**src/rtl/neopx_pkg.sv**
```systemverilog
// Shared constants, address map and FSM states for the NeoPixel receiver.
// Optional glitch filter: define NEOPX_RX_GLITCH_FILTER_EN.
package neopx_pkg;

   localparam int LED_RGB  = 24;
   localparam int LED_RGBW = 32;

   localparam logic [7:0] PX_BASE    = 8'h00;
   localparam logic [7:0] STATUS_ADR = 8'h20;
   localparam logic [7:0] CTRL_ADR   = 8'h24;

   typedef enum logic [1:0] {
      IDLE,
      HIGH,
      LOW,
      FRAME_END
   } rx_state_t;

   function automatic int ns2cyc(input int clk_hz, input int ns);
      return (clk_hz / 1_000_000) * ns / 1000;
   endfunction

endpackage

```
**src/rtl/wb_neopx_rx_if.sv**
```systemverilog
// Wishbone slave bundle for the NeoPixel receiver.
// Optional glitch filter: define NEOPX_RX_GLITCH_FILTER_EN.
interface wb_neopx_rx_if #(
   parameter int DATA_WIDTH   = 32,
   parameter int ADDR_WIDTH   = 32,
   parameter int SELECT_WIDTH = DATA_WIDTH / 8
);
   logic [ADDR_WIDTH-1:0]   wb_adr_i;
   logic [DATA_WIDTH-1:0]   wb_dat_i;
   logic [DATA_WIDTH-1:0]   wb_dat_o;
   logic                    wb_we_i;
   logic [SELECT_WIDTH-1:0] wb_sel_i;
   logic                    wb_stb_i;
   logic                    wb_cyc_i;
   logic                    wb_ack_o;
   logic                    wb_err_o;
   logic                    wb_rty_o;

   modport master (
      output wb_adr_i, wb_dat_i, wb_we_i, wb_sel_i,
      output wb_stb_i, wb_cyc_i,
      input  wb_dat_o, wb_ack_o, wb_err_o, wb_rty_o
   );

   modport slave (
      input  wb_adr_i, wb_dat_i, wb_we_i, wb_sel_i,
      input  wb_stb_i, wb_cyc_i,
      output wb_dat_o, wb_ack_o, wb_err_o, wb_rty_o
   );

endinterface

```
**src/rtl/neopx_bit_decoder.sv**
```systemverilog
// Synchronizer, edge detect and pulse-width FSM turning the serial line into bits.
// Optional glitch filter: define NEOPX_RX_GLITCH_FILTER_EN.
module neopx_bit_decoder
   import neopx_pkg::*;
#(
   parameter int CLK_FREQ_HZ = 72_000_000,
   parameter int THRESH_NS   = 600,
   parameter int RESET_NS    = 50_000
) (
   input  logic i_clk,
   input  logic i_rst,
   input  logic en,
   input  logic i_serial,
   output logic bit_valid,
   output logic bit_val,
   output logic frame_end
);

   localparam logic [15:0] C_THR = 16'(ns2cyc(CLK_FREQ_HZ, THRESH_NS));
   localparam logic [15:0] C_RST = 16'(ns2cyc(CLK_FREQ_HZ, RESET_NS));
   localparam logic [15:0] C_SAT = 16'hFFFF;

   logic [1:0] sync;
   logic       prev;
   logic       rise;
   logic       fall;
   logic       glitch;

   rx_state_t   state, state_n;
   rx_state_t   ret, ret_n;
   logic [15:0] hi_cnt, hi_cnt_n;
   logic [15:0] lo_cnt, lo_cnt_n;

   // Idle-high reset values keep a line that is already high from edging.
   always_ff @(posedge i_clk) begin
      if (i_rst) begin
         sync <= 2'b11;
         prev <= 1'b1;
      end else begin
         sync <= {sync[0], i_serial};
         prev <= sync[1];
      end
   end

   assign rise = sync[1] & ~prev;
   assign fall = ~sync[1] & prev;

`ifdef NEOPX_RX_GLITCH_FILTER_EN
   localparam logic [15:0] C_MIN = 16'(ns2cyc(CLK_FREQ_HZ, 150));
   assign glitch = hi_cnt < C_MIN;
`else
   assign glitch = 1'b0;
`endif

   always_ff @(posedge i_clk) begin
      if (i_rst) begin
         state  <= IDLE;
         ret    <= IDLE;
         hi_cnt <= '0;
         lo_cnt <= '0;
      end else begin
         state  <= state_n;
         ret    <= ret_n;
         hi_cnt <= hi_cnt_n;
         lo_cnt <= lo_cnt_n;
      end
   end

   // A rejected pulse restores the pre-pulse state; lo_cnt is untouched by it.
   always_comb begin
      state_n   = state;
      ret_n     = ret;
      hi_cnt_n  = hi_cnt;
      lo_cnt_n  = lo_cnt;
      bit_valid = 1'b0;
      bit_val   = 1'b0;
      frame_end = 1'b0;
      unique case (state)
         IDLE: begin
            if (rise) begin
               state_n  = HIGH;
               ret_n    = IDLE;
               hi_cnt_n = 16'd1;
            end
         end
         HIGH: begin
            if (fall) begin
               if (glitch) begin
                  state_n = ret;
               end else begin
                  bit_valid = 1'b1;
                  bit_val   = hi_cnt >= C_THR;
                  state_n   = LOW;
                  lo_cnt_n  = 16'd1;
               end
            end else if (hi_cnt != C_SAT) begin
               hi_cnt_n = hi_cnt + 16'd1;
            end
         end
         LOW: begin
            if (rise) begin
               state_n  = HIGH;
               ret_n    = LOW;
               hi_cnt_n = 16'd1;
            end else if (lo_cnt >= C_RST) begin
               state_n = FRAME_END;
            end else if (lo_cnt != C_SAT) begin
               lo_cnt_n = lo_cnt + 16'd1;
            end
         end
         FRAME_END: begin
            frame_end = 1'b1;
            state_n   = IDLE;
         end
         default: state_n = IDLE;
      endcase
      if (!en) begin
         state_n = IDLE;
      end
   end

endmodule

```
**src/rtl/wb_neopx_rx.sv**
```systemverilog
// Wishbone-readable NeoPixel receiver: pixel buffer, frame status, control.
// Optional glitch filter: define NEOPX_RX_GLITCH_FILTER_EN.
module wb_neopx_rx
   import neopx_pkg::*;
#(
   parameter int DATA_WIDTH   = 32,
   parameter int ADDR_WIDTH   = 32,
   parameter int SELECT_WIDTH = DATA_WIDTH / 8,
   parameter int CLK_FREQ_HZ  = 72_000_000,
   parameter int BITS_PER_PX  = 32,
   parameter int THRESH_NS    = 600,
   parameter int RESET_NS     = 50_000
) (
   input  logic i_clk,
   input  logic i_rst,
   input  logic i_serial,
   wb_neopx_rx_if.slave wb
);

   localparam logic [31:0] PX_MASK =
      (BITS_PER_PX == LED_RGB) ? 32'h00FF_FFFF : 32'hFFFF_FFFF;
   localparam logic [4:0] LAST_BIT = 5'(BITS_PER_PX - 1);

   logic        bit_valid;
   logic        bit_val;
   logic        frame_end;

   logic [31:0] shreg;
   logic [31:0] word_n;
   logic [4:0]  bit_cnt;
   logic [3:0]  px_idx;
   logic [31:0] led [8];
   logic [3:0]  px_count;
   logic        frame_valid;
   logic        overflow;
   logic        partial;
   logic [7:0]  frame_cnt;
   logic        enable;
   logic        ack;

   logic        req;
   logic        wr;
   logic [3:0]  idx;
   logic        px_sel;
   logic        st_sel;
   logic        ct_sel;
   logic        st_clr;
   logic [31:0] status;
   logic [DATA_WIDTH-1:0] rdata;

   logic [SELECT_WIDTH-1:0] unused_sel;
   logic                    unused_bits;

   neopx_bit_decoder #(
      .CLK_FREQ_HZ (CLK_FREQ_HZ),
      .THRESH_NS   (THRESH_NS),
      .RESET_NS    (RESET_NS)
   ) u_dec (
      .i_clk     (i_clk),
      .i_rst     (i_rst),
      .en        (enable),
      .i_serial  (i_serial),
      .bit_valid (bit_valid),
      .bit_val   (bit_val),
      .frame_end (frame_end)
   );

   assign word_n = {shreg[30:0], bit_val};

   assign req    = wb.wb_cyc_i & wb.wb_stb_i & ~ack;
   assign wr     = req & wb.wb_we_i;
   assign idx    = wb.wb_adr_i[5:2];
   assign px_sel = idx[3] == PX_BASE[5];
   assign st_sel = idx == STATUS_ADR[5:2];
   assign ct_sel = idx == CTRL_ADR[5:2];
   assign st_clr = wr & st_sel;

   assign status = {16'h0, frame_cnt, 1'b0,
                    partial, overflow, frame_valid, px_count};

   always_ff @(posedge i_clk) begin
      if (i_rst) begin
         shreg       <= '0;
         bit_cnt     <= '0;
         px_idx      <= '0;
         px_count    <= '0;
         frame_valid <= 1'b0;
         overflow    <= 1'b0;
         partial     <= 1'b0;
         frame_cnt   <= '0;
         enable      <= 1'b1;
         ack         <= 1'b0;
         for (int i = 0; i < 8; i++) begin
            led[i] <= '0;
         end
      end else begin
         ack <= req;
         if (wr && ct_sel) begin
            enable <= wb.wb_dat_i[0];
         end
         if (bit_valid) begin
            shreg <= word_n;
            if (bit_cnt == LAST_BIT) begin
               bit_cnt <= '0;
               if (px_idx == 4'd8) begin
                  overflow <= 1'b1;
               end else begin
                  led[px_idx[2:0]] <= word_n & PX_MASK;
                  px_idx           <= px_idx + 4'd1;
               end
            end else begin
               bit_cnt <= bit_cnt + 5'd1;
            end
         end
         // A frame commit in the same cycle keeps the flags set.
         if (st_clr && !frame_end) begin
            frame_valid <= 1'b0;
            overflow    <= 1'b0;
            partial     <= 1'b0;
         end
         if (frame_end) begin
            px_count    <= px_idx;
            partial     <= bit_cnt != '0;
            frame_valid <= 1'b1;
            frame_cnt   <= frame_cnt + 8'd1;
            px_idx      <= '0;
            bit_cnt     <= '0;
         end
      end
   end

   always_comb begin
      rdata = '0;
      unique case (1'b1)
         px_sel:  rdata = DATA_WIDTH'(led[idx[2:0]]);
         st_sel:  rdata = DATA_WIDTH'(status);
         ct_sel:  rdata = DATA_WIDTH'(enable);
         default: rdata = '0;
      endcase
   end

   assign wb.wb_dat_o = ack ? rdata : '0;
   assign wb.wb_ack_o = ack;
   assign wb.wb_err_o = 1'b0;
   assign wb.wb_rty_o = 1'b0;

   assign unused_sel  = wb.wb_sel_i;
   assign unused_bits = ^{wb.wb_adr_i[ADDR_WIDTH-1:6], wb.wb_adr_i[1:0],
                          wb.wb_dat_i[DATA_WIDTH-1:1]};

endmodule

```
**src/flat_wrapper.sv**
```systemverilog
// flat-port wrapper written by rule: the top's interface ports become plain ports
module wb_neopx_rx_flat import neopx_pkg::*;
#(
   parameter int DATA_WIDTH   = 32,
   parameter int ADDR_WIDTH   = 32,
   parameter int SELECT_WIDTH = DATA_WIDTH / 8,
   parameter int CLK_FREQ_HZ  = 72_000_000,
   parameter int BITS_PER_PX  = 32,
   parameter int THRESH_NS    = 600,
   parameter int RESET_NS     = 50_000
)
  (i_clk, i_rst, i_serial, wb_wb_adr_i, wb_wb_dat_i, wb_wb_we_i, wb_wb_sel_i, wb_wb_stb_i, wb_wb_cyc_i, wb_wb_dat_o, wb_wb_ack_o, wb_wb_err_o, wb_wb_rty_o);
  wb_neopx_rx_if #(.DATA_WIDTH(DATA_WIDTH), .ADDR_WIDTH(ADDR_WIDTH), .SELECT_WIDTH(SELECT_WIDTH)) wb_i ();
  input  logic i_clk;
  input  logic i_rst;
  input  logic i_serial;
  input wire logic [$bits(wb_i.wb_adr_i)-1:0] wb_wb_adr_i;
  input wire logic [$bits(wb_i.wb_dat_i)-1:0] wb_wb_dat_i;
  input wire logic [$bits(wb_i.wb_we_i)-1:0] wb_wb_we_i;
  input wire logic [$bits(wb_i.wb_sel_i)-1:0] wb_wb_sel_i;
  input wire logic [$bits(wb_i.wb_stb_i)-1:0] wb_wb_stb_i;
  input wire logic [$bits(wb_i.wb_cyc_i)-1:0] wb_wb_cyc_i;
  output wire logic [$bits(wb_i.wb_dat_o)-1:0] wb_wb_dat_o;
  output wire logic [$bits(wb_i.wb_ack_o)-1:0] wb_wb_ack_o;
  output wire logic [$bits(wb_i.wb_err_o)-1:0] wb_wb_err_o;
  output wire logic [$bits(wb_i.wb_rty_o)-1:0] wb_wb_rty_o;
  assign wb_i.wb_adr_i = wb_wb_adr_i;
  assign wb_i.wb_dat_i = wb_wb_dat_i;
  assign wb_i.wb_we_i = wb_wb_we_i;
  assign wb_i.wb_sel_i = wb_wb_sel_i;
  assign wb_i.wb_stb_i = wb_wb_stb_i;
  assign wb_i.wb_cyc_i = wb_wb_cyc_i;
  assign wb_wb_dat_o = wb_i.wb_dat_o;
  assign wb_wb_ack_o = wb_i.wb_ack_o;
  assign wb_wb_err_o = wb_i.wb_err_o;
  assign wb_wb_rty_o = wb_i.wb_rty_o;
  wb_neopx_rx #(.DATA_WIDTH(DATA_WIDTH), .ADDR_WIDTH(ADDR_WIDTH), .SELECT_WIDTH(SELECT_WIDTH), .CLK_FREQ_HZ(CLK_FREQ_HZ), .BITS_PER_PX(BITS_PER_PX), .THRESH_NS(THRESH_NS), .RESET_NS(RESET_NS)) u_core (.i_clk(i_clk), .i_rst(i_rst), .i_serial(i_serial), .wb(wb_i));
endmodule
```
**config.mk**
```make
export PLATFORM = sky130hd
export DESIGN_NAME = wb_neopx_rx_flat
export DESIGN_NICKNAME = d
export VERILOG_FILES = /design/src/rtl/neopx_pkg.sv /design/src/rtl/wb_neopx_rx_if.sv /design/src/rtl/neopx_bit_decoder.sv /design/src/rtl/wb_neopx_rx.sv /design/src/flat_wrapper.sv
export SDC_FILE = /design/constraint.sdc
export NUM_CORES = 1
export LEC_CHECK = 0
export ABC_AREA = 1
export CORE_UTILIZATION = 40
export DETAILED_ROUTE_END_ITERATION = 16
export SYNTH_ARGS = -nofsm -noshare
export SYNTH_HDL_FRONTEND = slang
export SYNTH_HIERARCHICAL = 1
export SYNTH_SLANG_ARGS = --single-unit
export TNS_END_PERCENT = 10
```
**constraint.sdc**
```tcl
create_clock -name i_clk -period 5.6 [get_ports i_clk]
set_clock_uncertainty 0.2 [all_clocks]
set_input_delay 0.56 -clock i_clk [delete_from_list [all_inputs] [get_ports i_clk]]
set_output_delay 0.56 -clock i_clk [all_outputs]
set_load 0.005 [all_outputs]
```
==> reports/results.tsv <==
metric	value	unit
status	finished, final reports clean	
rows	73	
grtUsageMet2	0.354	
ctsHtreeMaxLevel	2	
globalRouteOverflowTotal	0	
max_freq	229	MHz
ant_nets	0	
antenna_found_initial	0	
reg2reg_from	u_core/u_dec/state[0]$_SDFFE_PP0P_	
synth_adder_area_share	0.00697	
critPathTopFamily	buffers and inverters	
clk_pin_slew	60	ps
grt_pass1_vias	11900	
fp.dieH	203	um
cts_made_buffers	39	
grt_use_met3	0.0278	
max_slew_margin	0.230	
synth_xor_area_frac	0.00380	
crit_path_start_kind	input port	
route.detailed.drc	0	
nets	1900	
postCtsHoldBufs	0	
synth-compound-area-share	0.0601	
cp_max_fo	42	
ir_worst_vdd	0.202	mV
finalMaxSlewViolations	0	
fp.dieArea	0.0412	mm2
place_congestion	0.797	
crit_cells	9	
cpPeakStageDelay	740	ps
worstHoldPathCells	1	
vias	12300	
r2r-end	u_core/led[4][16]$_SDFFCE_PN0P_	
avgSynthCellArea	8.97	um2
synth-edff-count	256	
drtIter0Drc	1055	
fp.dieW	203	um
final_hold_viol_count	0	
track_usage	0.209	
rsz0062_at_grt	false	
crit_buf_inv	4	
yosysSeqAreaShare	0.592	
postSynthRegisterBits	350	
fillers	3880	
cp-end-kind	output port	
clkLatencyLatePin	530	ps
period_minus_slack	4370	ps
cts_num_sinks	350	
wl_per_cell	18.0	um
cts_post_setup_buffers_inserted	0	
final_common_cell	nor2_1	
yosys.area_share.simple	0.256	
rrSetupSlack	1760	ps
ys_warn_count	6	
hold_path_class	flip-flop to flip-flop	
syn_area	0.0162	mm2
critical_path_class	input port to output port	
crit_chain	buf_2 -> inv_2 -> nor2_4 -> buf_4 -> nand2_1 -> nand3_1 -> o21ai_1 -> nor2_1 -> clkdlybuf4s50_1	
viasPerCell	5.17	
hp-start	u_core/u_dec/sync[0]$_SDFF_PP1_	
syn_inst	1801	
period_share	0.781	
async_flop_share	0	
reg2regPathDepth	9	
final_core_util	0.455	
fin_tns_setup	0	ps
areaGrowthSynthToFinish	12.2	%
drt-pass1-iter-count	5	
grt_max_degree	69	
drive_above_1_share	0.0742	
multi_input_area	0.00535	mm2
port_buffers	43	
regArea	0.00957	mm2
grt_pass1_wl	66.7	mm
synth_top_family_by_area	simple AND/OR/NAND/NOR gates	
powerDensity	308	mW/mm2
drt-total-wl	42.6	mm
worst_slew_pin_slew	1150	ps
total_power	0.00559	W
synthMuxAreaShare	0	
grt_use_met1	0.277	
top_usage_layer	met2	
start_util	0.406	
worst_ep_required_time	4840	ps
cts_resized	0	
setup_viol	0	
ys_types	43	
synthFlopType	edfxtp_1	
num_io_pins	109	
clockBufferDepth	3	
p_leak	6.57	nW
cp_slowest_cell	buf_2	
hpwl	24.0	mm
fin_hold_ws	215	ps
drv_cap	0	
dp_cells	2301	
critPathArrivalTime	3610	ps
layout_common_cells	355 x nor2_1, 310 x nand2_1, 256 x edfxtp_1	
clockRootBuffer	clkbuf_16	
worstHoldEndpoint	u_core/u_dec/sync[1]$_SDFF_PP1_	
final_cells	2371	
cts_tree	built	
antenna_cells	0	
core	0.0398	mm2
==> cells by family after synthesis <==
kind of cell	count (synthesis)
AOI/OAI and AO/OA	190
DFF	350
buffers and inverters	289
xor gates and xnor gates	7
and+or+nand+nor	955
other	1
adders and majority gates	9
==> layer usage <==
metal  part of all wire  wire [um]
met2               0.48      20300
met3              0.069       2940
met5                  0          0
met1               0.43      18400
met4              0.022        928
==> sequential cells by signal, indices dropped and copies added (netlist names) <==
name                 flops
u_core/bit_cnt           5
u_core/enable            1
u_core/frame_cnt         8
u_core/frame_valid       1
u_core/led             256
u_core/overflow          1
u_core/partial           1
u_core/px_count          4
u_core/px_idx            4
u_core/shreg            31
u_core/u_dec/hi_cnt     16
u_core/u_dec/lo_cnt     16
u_core/u_dec/prev        1
u_core/u_dec/state       2
u_core/u_dec/sync        2
u_core/wb.wb_ack_o       1
==> power breakdown <==
part | switching, W | leakage, nW | internal (W)
clock | 0.00100 | 0.587 | 0.00140
combinational | 0.000212 | 2.76 | 0.0000800
sequential | 0.0000270 | 3.23 | 0.00287
==> area by class of cell <==
type / instances / area share
Clock buffer: 56 / 0.0602
Clock inverter: 14 / 0.00573
Inverter: 189 / 0.0393
Multi-Input combinational cell: 1163 / 0.295
Timing Repair Buffer: 74 / 0.0358
Tap cell: 525 / 0.0362
Sequential cell: 350 / 0.528
==> cells in the mapped netlist, types with 2 or more instances <==
cell type / instances / area share
nor2_4: 2 / 0.0014
nor3_1: 83 / 0.026
nor3b_1: 2 / 0.00093
nand3_1: 157 / 0.049
edfxtp_1: 256 / 0.48
a31oi_1: 2 / 0.00077
nand3_2: 7 / 0.0043
nor3_2: 3 / 0.0019
o21ai_0: 81 / 0.025
o21ai_1: 10 / 0.0031
nand3_4: 4 / 0.0043
inv_1: 148 / 0.034
nand2_1: 316 / 0.073
nor2_1: 357 / 0.083
buf_6: 18 / 0.013
or2_2: 2 / 0.00077
nand4_1: 10 / 0.0039
nor2_2: 3 / 0.0012
nor4_1: 2 / 0.00077
ha_1: 9 / 0.0070
nand2_4: 4 / 0.0028
buf_1: 5 / 0.0012
buf_2: 48 / 0.015
xor2_1: 6 / 0.0033
a21oi_1: 91 / 0.028
inv_2: 9 / 0.0021
clkinv_1: 31 / 0.0072
buf_4: 2 / 0.00093
dfxtp_1: 94 / 0.12
clkbuf_1: 26 / 0.0060
==> worst max path at each step <==
stage	startpoint	endpoint	slack (ps)
after floorplan	u_core/u_dec/state[0]$_SDFFE_PP0P_	u_core/led[4][0]$_SDFFCE_PN0P_	1260
after global routing	wb_wb_adr_i[2]	wb_wb_dat_o[30]	1000
after detailed placement	wb_wb_adr_i[2]	wb_wb_dat_o[30]	1190
after CTS	wb_wb_adr_i[2]	wb_wb_dat_o[30]	1160
final	wb_wb_adr_i[2]	wb_wb_dat_o[23]	1230
after global placement	wb_wb_adr_i[2]	wb_wb_dat_o[30]	1190
==> stage by stage <==
step	worst slack (ps)	cell area (um2)
after floorplan	1260	16200
after global placement	1190	16900
after detailed placement	1190	16900
after CTS	1160	18100
after global routing	1000	18100
final	1230	18100
Note: power is estimated with default switching activity, not from simulation.
